[config.mk]
export PLATFORM = sky130hd
export DESIGN_NAME = div_seq
export DESIGN_NICKNAME = d
export VERILOG_FILES = /design/src/rtl/div_seq_pkg.sv /design/src/rtl/div_seq.sv
export SDC_FILE = /design/constraint.sdc
export NUM_CORES = 1
export LEC_CHECK = 0
export BUFFER_PORTS_ARGS = -buffer_cell sky130_fd_sc_hd__buf_2
export CAP_MARGIN = 40
export CORE_ASPECT_RATIO = 1.4
export CORE_MARGIN = 2
export CORE_UTILIZATION = 30
export DETAILED_ROUTE_END_ITERATION = 16
export GPL_TIMING_DRIVEN = 0
export PLACE_DENSITY_LB_ADDON = 0.12
export SYNTH_ARGS = -nofsm -noshare
export SYNTH_HDL_FRONTEND = slang
export SYNTH_SLANG_ARGS = --single-unit
[constraint.sdc]
create_clock -name clk -period 11.1 [get_ports clk]
set_input_delay 0.555 -clock clk [delete_from_list [all_inputs] [get_ports clk]]
set_output_delay 0.555 -clock clk [all_outputs]
set_load 0.05 [all_outputs]
[src/rtl/div_seq_pkg.sv]
// Shared types and constants for the sequential radix-2 restoring divider.
package div_seq_pkg;

  typedef enum logic [1:0] {
    StIdle = 2'b00,
    StBusy = 2'b01,
    StDone = 2'b10
  } div_state_e;

  localparam int unsigned DivIter = 32;

endpackage

[src/rtl/div_seq.sv]
// Multi-cycle radix-2 restoring divider (DIV/DIVU), one iteration per clock.
// Optional DIV_ZERO_FAST_EN: divide-by-zero completes on the accept edge.
module div_seq
  import div_seq_pkg::*;
#(
  parameter int unsigned WIDTH = DivIter,
  parameter int unsigned CNT_W = 6
) (
  input  logic             clk,
  input  logic             rst,
  input  logic [WIDTH-1:0] a,
  input  logic [WIDTH-1:0] b,
  input  logic             start,
  input  logic             sign,
  output logic [WIDTH-1:0] quotient,
  output logic [WIDTH-1:0] remainder,
  output logic             done
);

  div_state_e       state_q, state_d;
  logic [CNT_W-1:0] cnt_q, cnt_d;
  // Dividend magnitude shifts out MSB-first while quotient bits shift in at the LSB.
  logic [WIDTH-1:0] dvd_q, dvd_d;
  logic [WIDTH-1:0] dvs_q, dvs_d;
  logic [WIDTH-1:0] rem_q, rem_d;
  logic [WIDTH-1:0] a_raw_q, a_raw_d;
  logic             neg_q_q, neg_q_d;
  logic             neg_r_q, neg_r_d;
  logic [WIDTH-1:0] quot_q, quot_d;
  logic [WIDTH-1:0] remd_q, remd_d;

  logic [WIDTH:0]   rem_sh;
  logic [WIDTH:0]   diff;
  logic             q_bit;
  logic [WIDTH-1:0] rem_step;
  logic [WIDTH-1:0] quot_step;
  logic [WIDTH-1:0] quot_fin;
  logic [WIDTH-1:0] rem_fin;

  always_comb begin
    rem_sh    = {rem_q, dvd_q[WIDTH-1]};
    diff      = rem_sh - {1'b0, dvs_q};
    q_bit     = ~diff[WIDTH];
    rem_step  = q_bit ? diff[WIDTH-1:0] : rem_sh[WIDTH-1:0];
    quot_step = {dvd_q[WIDTH-2:0], q_bit};
    // Zero divisor overrides the iterated result, using the raw dividend as latched.
    if (dvs_q == '0) begin
      quot_fin = '1;
      rem_fin  = a_raw_q;
    end else begin
      quot_fin = neg_q_q ? ('0 - quot_step) : quot_step;
      rem_fin  = neg_r_q ? ('0 - rem_step) : rem_step;
    end
  end

  always_comb begin
    state_d = state_q;
    cnt_d   = cnt_q;
    dvd_d   = dvd_q;
    dvs_d   = dvs_q;
    rem_d   = rem_q;
    a_raw_d = a_raw_q;
    neg_q_d = neg_q_q;
    neg_r_d = neg_r_q;
    quot_d  = quot_q;
    remd_d  = remd_q;
    unique case (state_q)
      StIdle: begin
        if (start) begin
          dvd_d   = (sign && a[WIDTH-1]) ? ('0 - a) : a;
          dvs_d   = (sign && b[WIDTH-1]) ? ('0 - b) : b;
          a_raw_d = a;
          rem_d   = '0;
          cnt_d   = '0;
          neg_q_d = sign & (a[WIDTH-1] ^ b[WIDTH-1]);
          neg_r_d = sign & a[WIDTH-1];
          state_d = StBusy;
`ifdef DIV_ZERO_FAST_EN
          if (b == '0) begin
            state_d = StDone;
            quot_d  = '1;
            remd_d  = a;
          end
`endif
        end
      end
      StBusy: begin
        dvd_d = quot_step;
        rem_d = rem_step;
        cnt_d = cnt_q + CNT_W'(1);
        if (cnt_q == CNT_W'(WIDTH - 1)) begin
          state_d = StDone;
          quot_d  = quot_fin;
          remd_d  = rem_fin;
        end
      end
      StDone:  state_d = StIdle;
      default: state_d = StIdle;
    endcase
  end

  always_ff @(posedge clk or negedge rst) begin
    if (!rst) begin
      state_q <= StIdle;
      cnt_q   <= '0;
      dvd_q   <= '0;
      dvs_q   <= '0;
      rem_q   <= '0;
      a_raw_q <= '0;
      neg_q_q <= 1'b0;
      neg_r_q <= 1'b0;
      quot_q  <= '0;
      remd_q  <= '0;
    end else begin
      state_q <= state_d;
      cnt_q   <= cnt_d;
      dvd_q   <= dvd_d;
      dvs_q   <= dvs_d;
      rem_q   <= rem_d;
      a_raw_q <= a_raw_d;
      neg_q_q <= neg_q_d;
      neg_r_q <= neg_r_d;
      quot_q  <= quot_d;
      remd_q  <= remd_d;
    end
  end

  assign quotient  = quot_q;
  assign remainder = remd_q;
  assign done      = (state_q == StDone);

endmodule

After elaboration in Yosys (flattened, before gate mapping). Cells that the tools add are included.

Register bits after elaboration: 202. Bits of input ports: 68. Output and inout port bits: 65. Word-level logic and storage cells: 50.

Add/sub/neg operators: 6. Equality and inequality tests: 5. Multiplexer cells: 16. Bitwise logic cells: 4. Reductions and logical operators: 9.

Operators with widths (count): $mux 32 (9); $pmux 32 s2 (2); $sub 1x32->32 const A (4); $sub 33x32->33 (1); $logic_not 32->1 (1); $pmux 6 s2 (1); $reduce_and 2->1 (4); $add 6x1->6 const B (1); $eq 6x5->1 const B (1); $mux 6 (1); $mux 2 (2); $ne 2x2->1 const B (2); $pmux 2 s2 (1); $and 1x1->1 (2); $eq 2x1->1 const B (1); $eq 2x2->1 const B (1); $logic_and 1x1->1 (2); $logic_not 2->1 (1); $reduce_bool 2->1 (1); $not 1->1 (1); $xor 1x1->1 (1).

Logic depth before layout (Yosys ltp).
Depth in word-level cells: 5. Gate-level depth with buffers: 25. Depth with buffers taken out: 21.

Least setup slack after synthesis. OpenSTA, ideal clock, no wires.

Kind: flip-flop to flip-flop. From: register dvd_q[31]. To: register remd_q[30], in the netlist remainder[30]. Setup time: 0.137 ns. Arrival time: 4.890 ns. Required time: 10.963 ns. Setup slack: 6.073 ns. Cell stages (with the launch flop): 25. Path buffers: 4. Clock period less this slack: 5.027 ns. Path through: dfrtp_1 -> inv_1 -> ha_1 -> fa_1 -> nand2b_1 -> a211oi_4 -> o211ai_2 -> o21ai_2 -> a31oi_4 -> xnor2_4 -> inv_2 -> buf_6 -> buf_2 -> buf_2 -> buf_2 -> nor2_1 -> a21oi_1 -> ha_1 -> nand2_1 -> or4_1 -> o31a_1 -> or4_1 -> o21ai_1 -> xnor2_1 -> a21oi_1.

Longest elaborated chain between the ends: 5.

Ends and longest elaborated chain: start, declared (line div_seq.sv:23) `logic [WIDTH-1:0] dvd_q, dvd_d;`; start signal, assigned (line div_seq.sv:117) `dvd_q <= dvd_d;`; $sub 33x32->33 (line div_seq.sv:42) `diff = rem_sh - {1'b0, dvs_q};`; $mux 32 (*) (line div_seq.sv:44) `rem_step = q_bit ? diff[WIDTH-1:0] : rem_sh[WIDTH-1:0];`; $sub 1x32->32 (line div_seq.sv:52) `rem_fin = neg_r_q ? ('0 - rem_step) : rem_step;`; $mux 32 (*) (line div_seq.sv:52); $mux 32 (*) (line div_seq.sv:47) `if (dvs_q == '0) begin`; end signal, assigned (line div_seq.sv:124) `remd_q <= remd_d;`; end, declared (line div_seq.sv:30) `logic [WIDTH-1:0] remd_q, remd_d;`.

Mark *: on every way between the ends. The rest lies on a longest branch, timed or not. A chain may end at the register's enable or synchronous reset.

Worst setup path in the final report.
From: register dvd_q[31]. To: register remd_q[26], in the netlist remainder[26].

Same word-level chain as after synthesis.

==> reports/metrics.yaml <==
outcome:
  outcome: "finished with violations"
  violations: "negative hold slack"
synthesis:
  syn_area_per_cell_sq_um: 8.206
  yosysSeqAreaShare_pct: 37.79
  synth.most_common_cell: "nand2_1"
  synth_largest_area_cell: "dfrtp_1"
  synth_seq_cells: 202
  yosys-top-cells-count: "256 x nand2_1, 202 x dfrtp_1, 192 x o21ai_0, 130 x nor2_1, 118 x a21oi_1"
  syn_area_sq_um: 13380
  synth_area_leaders: "dfrtp_1 38%, o21ai_0 7.2%, nand2_1 7.2%"
  synthCells: 1630
  yosys.area.top_type_share_pct: 37.79
  synth-edff-count: 0
  synth_flop_cell: "dfrtp_1"
  synth_cell_types: 82
  yosysWarnings: 0
  async_reset_ff_share_pct: 100.0
  syn-num-nets: 1736
cts:
  ctsHoldBuffers: 0
  worstSkewPairLatency_ns: 0.57
  ctsResizeCount: 0
  cts.htree.levels: 1
  clk_pin_slew_ns: 0.06
  cts_tree: "done"
  numCtsBuffers: 25
  clock-sinks: 202
  post_cts_buffers: 0
  cts_root_buf: "clkbuf_16"
  cts_buffer_depth: 3
drt:
  drt_iter0_drc: 770
  viasPerCell: 5.341
  drc: 0
  num_vias: 12660
  wl_per_cell_microns: 22.22
  antenna_left: 0
  totalWireLength_microns: 52660
  drtPass1Iterations: 5
setup_path:
  start_kind: "flop"
  path_class: "reg -> reg"
  arrival_ns: 7.00
  r2r_slack_ns: 4.52
  setup.worst_path.end_class: "flop"
  slowest_stage: "o41ai_1"
  worstPathMaxFanout: 10
  cpMostUsedCell: "buf_2"
  required_ns: 11.53
  cp_slowest_stage_delay_ns: 0.51
die:
  core_sq_um: 44060
  ios: 133
  rows: 91
  die_area_sq_um: 46320
  start_util_pct: 30.36
  die_h_microns: 253.8
  die_width_microns: 182.5
placed_design:
  place_hpwl_microns: 42550
  dp_slack_ns: 4.627
  gp_congestion: 0.8916
  portBuffers: 132
final_layout:
  fin_nets: 1899
  final_util_pct: 35.47
  register_area_sq_um: 5055
  multi_input_area_sq_um: 7789
  diodes: 0
  area.growth.synth_to_final_pct: 16.84
  fillers: 4720
  layout-drive-gt1-share_pct: 12.97
power:
  power_mw: 5.505
  ir_drop_uv: 137.5
  power_density_nw_per_um2: 352.2
  p_leak_nw: 6.589
timing:
  setup_violations: 0
  holdWs_ns: -0.007528
  tns_ns: 0
  worst_pin_slew_ns: 0.8625
  fmax_mhz: 152.1
  slew_headroom_pct: 42.29
  finClkSkew_ns: 0.03418
  rsz0062_at_grt: "false"
  setup_slack_ns: 4.524
  finalCritPeriodShare_pct: 59.24
  hold_viol: 5
  finalMaxSlewViolations: 0
  fin_crit_ns: 6.576
grt:
  grt_max_degree: 114
  antenna_found_initial: 0
  track_usage_pct: 22.65
  grt_pass1_wl_microns: 79270
  overflow: 0
  first_global_vias: 12750
job:
  drv_cap: 0
hold_path:
  min_path_type: "in -> async"
routing by layer:
metal	global-route usage, %	part of all wire, %
met5	0	0
met4	10.69	5.0
met3	2.049	3.0
met2	43.17	53
met1	25.15	39
final cells by class:
cell class                 instances  area share [%]
clock inverter                    15          0.8566
sequential                       202           32.34
multi-input combinational       1292           49.84
timing repair buffer             136           4.683
buffer                            87           2.234
clock buffer                      31           4.403
inverter                          49           1.177
tap                              558           4.467
per-stage QoR:
| stage | area, sq um | hold WS, ns | cells |
|---|---|---|---|
| 6_report | 15630 | -0.007528 | 2370 |
| 5_1_grt | 15630 | 0.05651 | 2370 |
| 4_1_cts | 15630 | 0.04706 | 2370 |
| 3_5_place_dp | 14810 | 0.4624 | 2324 |
| 3_3_place_gp | 14740 | 0.4566 | 2320 |
| 2_1_floorplan | 13380 | 0.2594 | 1630 |
layout by cell type (no fill, tap or decap), drive strengths merged, types with 36 or more instances in the layout:
| cell | count |
|---|---|
| nor2 | 130 |
| o21ai | 201 |
| ha | 37 |
| clkbuf | 100 |
| xnor2 | 59 |
| dfrtp | 202 |
| nand3 | 46 |
| nor3 | 36 |
| buf | 154 |
| xor2 | 79 |
| nand2 | 258 |
| inv | 53 |
| a21oi | 118 |
final timing paths:
kind	from	end	cells past startpoint
worst max-delay path	dvd_q[31]$_DFFE_PN0P_	remainder[26]$_DFFE_PN0P_	25
worst min-delay path	rst	rem_q[31]$_DFFE_PN0P_	1
worst max register to register	dvd_q[31]$_DFFE_PN0P_	remainder[26]$_DFFE_PN0P_	25
worst min register to register	a_raw_q[31]$_DFFE_PN0P_	a_raw_q[31]$_DFFE_PN0P_	2
max in group asynchronous	rst	quotient[24]$_DFFE_PN0P_	2
min in group clk	a[30]	a_raw_q[30]$_DFFE_PN0P_	3
state kept, by name, indices dropped and copies added, names as in the netlist:
name	cells
a_raw_q	32
cnt_q	6
dvd_q	32
dvs_q	32
neg_q_q	1
neg_r_q	1
quotient	32
rem_q	32
remainder	32
state_q	2
critical path, delay by kind of cell, from the launching register on:
kind,cells,cell delay [ns]
AO/OA/AOI/OAI,9,2.23
XOR/XNOR,1,0.28
adder cells (fa/ha/maj),3,0.96
buffers and inverters,6,1.30
flip-flops,1,0.48
AND/OR/NAND/NOR,6,1.15
where the power goes:
| part | internal, mW | switching (mW) | total [mW] |
|---|---|---|---|
| clock | 0.470 | 0.363 | 0.833 |
| combinational | 1.17 | 2.26 | 3.42 |
| sequential | 0.961 | 0.288 | 1.25 |
cell families after synthesis:
| logic type | synth area share (%) |
|---|---|
| buffers and inverters | 3.985 |
| adder cells (fa/ha/maj) | 3.610 |
| AO/OA/AOI/OAI | 22.36 |
| multiplexers | 1.992 |
| flip-flops | 37.79 |
| XOR/XNOR | 9.176 |
| AND/OR/NAND/NOR | 21.08 |
Power figures use the tool's default switching activity.
